**config.mk**
```make
export PLATFORM = sky130hd
export DESIGN_NAME = hazard_ctrl
export DESIGN_NICKNAME = d
export VERILOG_FILES = /design/src/rtl/hazard_ctrl.sv
export SDC_FILE = /design/constraint.sdc
export NUM_CORES = 1
export LEC_CHECK = 0
export ABC_AREA = 1
export BUFFER_PORTS_ARGS = -buffer_cell sky130_fd_sc_hd__buf_4
export CAP_MARGIN = 20
export CORE_MARGIN = 3
export CORE_UTILIZATION = 48
export CTS_BUF_LIST = sky130_fd_sc_hd__clkbuf_4 sky130_fd_sc_hd__clkbuf_8
export DETAILED_ROUTE_END_ITERATION = 16
export GPL_ROUTABILITY_DRIVEN = 1
export PLACE_DENSITY_LB_ADDON = 0.05
export SLEW_MARGIN = 30
export SYNTH_ARGS = -nofsm -noshare
export SYNTH_HDL_FRONTEND = slang
export SYNTH_SLANG_ARGS = --single-unit
```
**constraint.sdc**
```tcl
create_clock -name clk -period 1.48 [get_ports clk]
set_input_delay 0.074 -clock clk [delete_from_list [all_inputs] [get_ports clk]]
set_output_delay 0.074 -clock clk [all_outputs]
set_load 0.01 [all_outputs]
```
**src/rtl/hazard_ctrl.sv**
```systemverilog
// Hazard/sequencing control for the 5-stage pipeline: forwarding selects, load-use and PC hazards, multiply hold, perf counters.
// Control outputs are combinational from the current inputs and state; only the multiply FSM and the event counters are registered.
module hazard_ctrl #(
  parameter int MUL_LAT = 3,
  parameter int CNT_W   = 16
) (
  input  logic             clk,
  input  logic             reset,
  input  logic [3:0]       RA1D,
  input  logic [3:0]       RA2D,
  input  logic [3:0]       RA1E,
  input  logic [3:0]       RA2E,
  input  logic [3:0]       WA3E,
  input  logic [3:0]       WA3M,
  input  logic [3:0]       WA3W,
  input  logic             RegWriteE,
  input  logic             RegWriteM,
  input  logic             RegWriteW,
  input  logic             MemtoRegE,
  input  logic             PCSrcD,
  input  logic             PCSrcE,
  input  logic             PCSrcM,
  input  logic             PCSrcW,
  input  logic             BranchTakenE,
  input  logic             MulStartE,
  output logic [1:0]       ForwardAE,
  output logic [1:0]       ForwardBE,
  output logic             StallF,
  output logic             StallD,
  output logic             StallE,
  output logic             FlushD,
  output logic             FlushE,
  output logic             FlushM,
  output logic             Busy,
  output logic [CNT_W-1:0] StallCount,
  output logic [CNT_W-1:0] FlushCount
);

  localparam int            CW        = $clog2(MUL_LAT) + 1;
  localparam bit            MUL_MULTI = (MUL_LAT > 1);
  localparam logic [CW-1:0] CNT_LOAD  = MUL_MULTI ? CW'(MUL_LAT - 2) : '0;

  typedef enum logic {IDLE, MUL_BUSY} state_t;

  state_t           state_q, state_d;
  logic [CW-1:0]    cnt_q, cnt_d;
  logic [CNT_W-1:0] stall_cnt_q, stall_cnt_d;
  logic [CNT_W-1:0] flush_cnt_q, flush_cnt_d;
  logic             ldr_stall;
  logic             pc_pend;

  // Memory stage wins over writeback: it holds the younger result.
  function automatic logic [1:0] fwd_sel(input logic [3:0] ra, input logic [3:0] wa_m,
                                         input logic rw_m, input logic [3:0] wa_w,
                                         input logic rw_w);
    if (rw_m && ra == wa_m)      return 2'b10;
    else if (rw_w && ra == wa_w) return 2'b01;
    else                         return 2'b00;
  endfunction

  assign ForwardAE = fwd_sel(RA1E, WA3M, RegWriteM, WA3W, RegWriteW);
  assign ForwardBE = fwd_sel(RA2E, WA3M, RegWriteM, WA3W, RegWriteW);

  assign ldr_stall = MemtoRegE && RegWriteE && (RA1D == WA3E || RA2D == WA3E);
  assign pc_pend   = PCSrcD | PCSrcE | PCSrcM;
  assign Busy      = (state_q == MUL_BUSY);

  always_comb begin
    StallF = ldr_stall | pc_pend;
    StallD = ldr_stall;
    StallE = 1'b0;
    FlushD = pc_pend | PCSrcW | BranchTakenE;
    FlushE = ldr_stall | BranchTakenE;
    FlushM = 1'b0;
    // A multiply freezes everything upstream and feeds bubbles into memory.
    if (Busy) begin
      StallF = 1'b1;
      StallD = 1'b1;
      StallE = 1'b1;
      FlushD = 1'b0;
      FlushE = 1'b0;
      FlushM = 1'b1;
    end
  end

  always_comb begin
    state_d = state_q;
    cnt_d   = cnt_q;
    case (state_q)
      IDLE: begin
        if (MulStartE && MUL_MULTI && !FlushE) begin
          state_d = MUL_BUSY;
          cnt_d   = CNT_LOAD;
        end
      end
      MUL_BUSY: begin
        if (cnt_q == '0) state_d = IDLE;
        else             cnt_d   = cnt_q - CW'(1);
      end
      default: state_d = IDLE;
    endcase

    stall_cnt_d = stall_cnt_q;
    flush_cnt_d = flush_cnt_q;
    if (StallD && stall_cnt_q != {CNT_W{1'b1}}) stall_cnt_d = stall_cnt_q + CNT_W'(1);
    if (FlushE && flush_cnt_q != {CNT_W{1'b1}}) flush_cnt_d = flush_cnt_q + CNT_W'(1);
  end

  always_ff @(posedge clk or negedge reset) begin
    if (!reset) begin
      state_q     <= IDLE;
      cnt_q       <= '0;
      stall_cnt_q <= '0;
      flush_cnt_q <= '0;
    end else begin
      state_q     <= state_d;
      cnt_q       <= cnt_d;
      stall_cnt_q <= stall_cnt_d;
      flush_cnt_q <= flush_cnt_d;
    end
  end

  assign StallCount = stall_cnt_q;
  assign FlushCount = flush_cnt_q;

endmodule

```
==> flow_metrics.py <==
metrics = {
    "setup_path": {
        "crit_path_top_delay_cell": "dfrtp_1",
        "critical_path_arrival_ns": 1.71,
        "critPathLaunch": "StallCount[8]$_DFFE_PN0P_",
        "end_kind": "flip-flop",
        "critPathTopFamily": "simple AND/OR/NAND/NOR gates",
        "critPathBufInv": 1,
        "cpPeakStageDelay_ns": 0.38,
        "r2r_setup_slack_ns": -0.01,
        "required_ns": 1.70,
        "crit_path_max_fanout": 10,
        "path_cells": "nand2_2, nor3_4, nand2_1, nor2_2, nand3_2, nand2_4, buf_12, nand2_2, o21ai_2",
        "worstSetupStartpointType": "flip-flop",
        "crit_type": "flip-flop to flip-flop",
        "r2r_start": "StallCount[8]$_DFFE_PN0P_",
        "crit_top_cell": "nand2_2",
        "worst-path-stages": 9,
        "rr_worst_depth": 9,
    },
    "clocking": {
        "htreeDepth": 2,
        "cts_tree": "done",
        "clk_latency_ns": 0.30,
        "cts.sinks": 36,
        "cts.path.max_buffers": 2,
        "clk_pin_slew_ns": 0.08,
        "root_buffer": "clkbuf_8",
        "numCtsBuffers": 5,
    },
    "synthesis": {
        "yosysTopAreaCell": "dfrtp_1",
        "synth_area_leaders": "dfrtp_1 34%, nand2_1 20%, inv_1 7.3%, xor2_1 6.6%, nand4_1 5.0%",
        "syn-instance-count": 389,
        "ys_seq_area_frac": 0.342,
        "avgSynthCellArea_sq_um": 6.78,
        "synthesis.area_sq_um": 2640,
        "yosysUniqueCellTypes": 33,
        "synth_nets": 433,
        "yosysWarningCount": 0,
        "yosysTopAreaCellShare": 0.342,
        "ys_seq_elements": 36,
    },
    "final_layout": {
        "most-common-layout-cells": "128 x nand2_1, 123 x buf_4, 49 x inv_1, 34 x dfrtp_1, 26 x nor2_1",
        "layout-drive-gt1-share": 0.360,
        "final_common_cell": "nand2_1",
        "fin_nets": 559,
        "diodes": 0,
        "fillers": 400,
        "area_delta_synth_final_pct": 51.1,
        "fin_util": 0.766,
    },
    "floorplanning": {
        "core_sq_um": 5200,
        "std_cell_rows": 26,
        "dieWidth_um": 80.1,
        "dieArea_sq_um": 6420,
        "die_y_um": 80.1,
        "start_util": 0.507,
        "ios": 83,
    },
    "timing": {
        "hold_viol": 0,
        "setup-violations-final": 5,
        "post-route-min-period_ns": 1.49,
        "rsz0062_at_grt": "yes",
        "max_freq_mhz": 670,
        "clock_skew_ns": 0.0123,
        "slew_violations": 0,
        "post-route-period-util": 1.01,
        "fin_ws_ns": -0.0133,
        "worst_pin_slew_ns": 0.459,
        "relSlewSlack": 0.694,
    },
    "placed_design": {
        "gp_congestion": 0.912,
        "dp_slack_ns": -0.0475,
        "place_hpwl_mm": 5.74,
        "io_buffers": 82,
    },
    "global_routing": {
        "track_usage": 0.237,
        "grtUsageMet3": 0.0392,
        "antenna_found_initial": 0,
        "use_met2": 0.459,
        "grt_pass1_wl_mm": 12.2,
        "top_usage_layer": "met2",
        "grt_max_degree": 37,
        "first_global_vias": 2938,
        "use_met1": 0.260,
        "grt.overflow.total": 0,
    },
    "flow_run": {
        "maxCapViolCount": 0,
    },
    "outcome": {
        "violations": "setup timing",
        "status": "finished, violations left",
    },
    "route": {
        "drtAntennaViolNets": 0,
        "post_drt_wl_per_cell_um": 13.0,
        "drt-initial-drc-count": 124,
        "first_pass_iters": 4,
        "vias": 2951,
        "routed_wl_mm": 7.60,
        "drc": 0,
        "viasPerCell": 5.04,
    },
    "power_and_ir_drop": {
        "p_per_area_nw_per_um2": 1150,
        "ir_worst_vdd_mv": 1.09,
        "p_leak_uw": 0.00213,
    },
    "min_path": {
        "hold_path_class": "primary input to flip-flop",
        "holdPathStages": 5,
        "min_from": "MulStartE",
    },
}
## where the power goes
part | leakage (uW) | total (uW) | switching (uW) | internal, uW
combinational | 0.00159 | 2370 | 1290 | 1080
clock | 0.0000586 | 890 | 372 | 519
sequential | 0.000483 | 1340 | 166 | 1180
total | 0.00213 | 4600 | 1830 | 2780
## synthesized netlist by cell type
cell      instances
a211oi_1          1
nand4_1          21
buf_2             4
nand2_1         138
nand3b_1          1
buf_4             4
nor4_1            1
o21ai_0           5
o211a_1           1
buf_6             1
dfrtp_1          36
nor3_4            1
nand2_2           4
o22ai_1           5
inv_1            51
nand3_1          25
xor2_1           20
nand3_2           1
or2_2             2
nor2_1           28
ha_1              4
o21ai_1           4
or2_1             1
o211ai_1          1
nor3_1           11
nor2_2            1
inv_2             1
o31ai_1           1
xnor2_1           9
or3_1             1
clkbuf_1          2
nor3_2            2
o221ai_1          1
## cell type report
cell class | count | area [sq um] | area share
multi-input cells | 290 | 1660 | 0.417
repair buffers | 130 | 1030 | 0.258
flip-flops and latches | 36 | 903 | 0.227
inverters | 52 | 195 | 0.0490
well taps | 70 | 87.6 | 0.0220
clock buffers | 6 | 76.3 | 0.0191
clock inverters | 2 | 35.0 | 0.00879
## kinds of logic after synthesis
kind of cell / synth area share
AO/OA/AOI/OAI: 0.0446
XOR/XNOR: 0.0963
adder cells (fa/ha/maj): 0.0190
buffers and inverters: 0.100
flip-flops: 0.342
AND/OR/NAND/NOR: 0.398
## repair_timing
action                                  4_1_cts  5_1_grt
hold buffers                                  1        0
buffers inserted                              2        2
resized for setup                             4       26
endpoints found under the hold margin        36        0
endpoints found under the setup margin       18       37
pin swaps                                     4        6
## final timing paths
path	end
min	cnt_q[0]$_DFFE_PN0P_
max	StallCount[2]$_DFFE_PN0P_
min reg2reg	cnt_q[2]$_DFFE_PN0P_
max in group asynchronous	StallCount[0]$_DFFE_PN0P_
min in group asynchronous	FlushCount[13]$_DFFE_PN0P_
max reg2reg	StallCount[2]$_DFFE_PN0P_
## through the flow
step                      total power [uW]  setup TNS (ns)  cells  hold WS, ns  cell area, sq um
after floorplan                       2540           -2.30    389       -0.222              2750
after global placement                3430               0    573       0.0568              3720
after detailed placement              3540          -0.550    573       0.0588              3720
after CTS                             4470        -0.00980    584        0.189              3870
after global routing                  4900           -2.73    586        0.178              3990
final                                 4600         -0.0358    586        0.162              3990
## sequential cells by signal (all words and copies together), names as in the netlist
signal,cells
Busy,1
cnt_q,3
StallCount,16
FlushCount,16
## worst register-to-register path: cells and delay by family, from the launching register on
family | cells | cell delay [ns]
flops | 1 | 0.38
buf+inv | 1 | 0.14
simple gates | 7 | 0.83
compound gates | 1 | 0.05
## layer usage
metal | up-vias | part of all wire
met4 | 0 | 0.014
met5 | - | 0
li1 | 1486 | -
met3 | 14 | 0.052
met1 | 1367 | 0.39
met2 | 84 | 0.54
(Power assumes the default switching activity.)
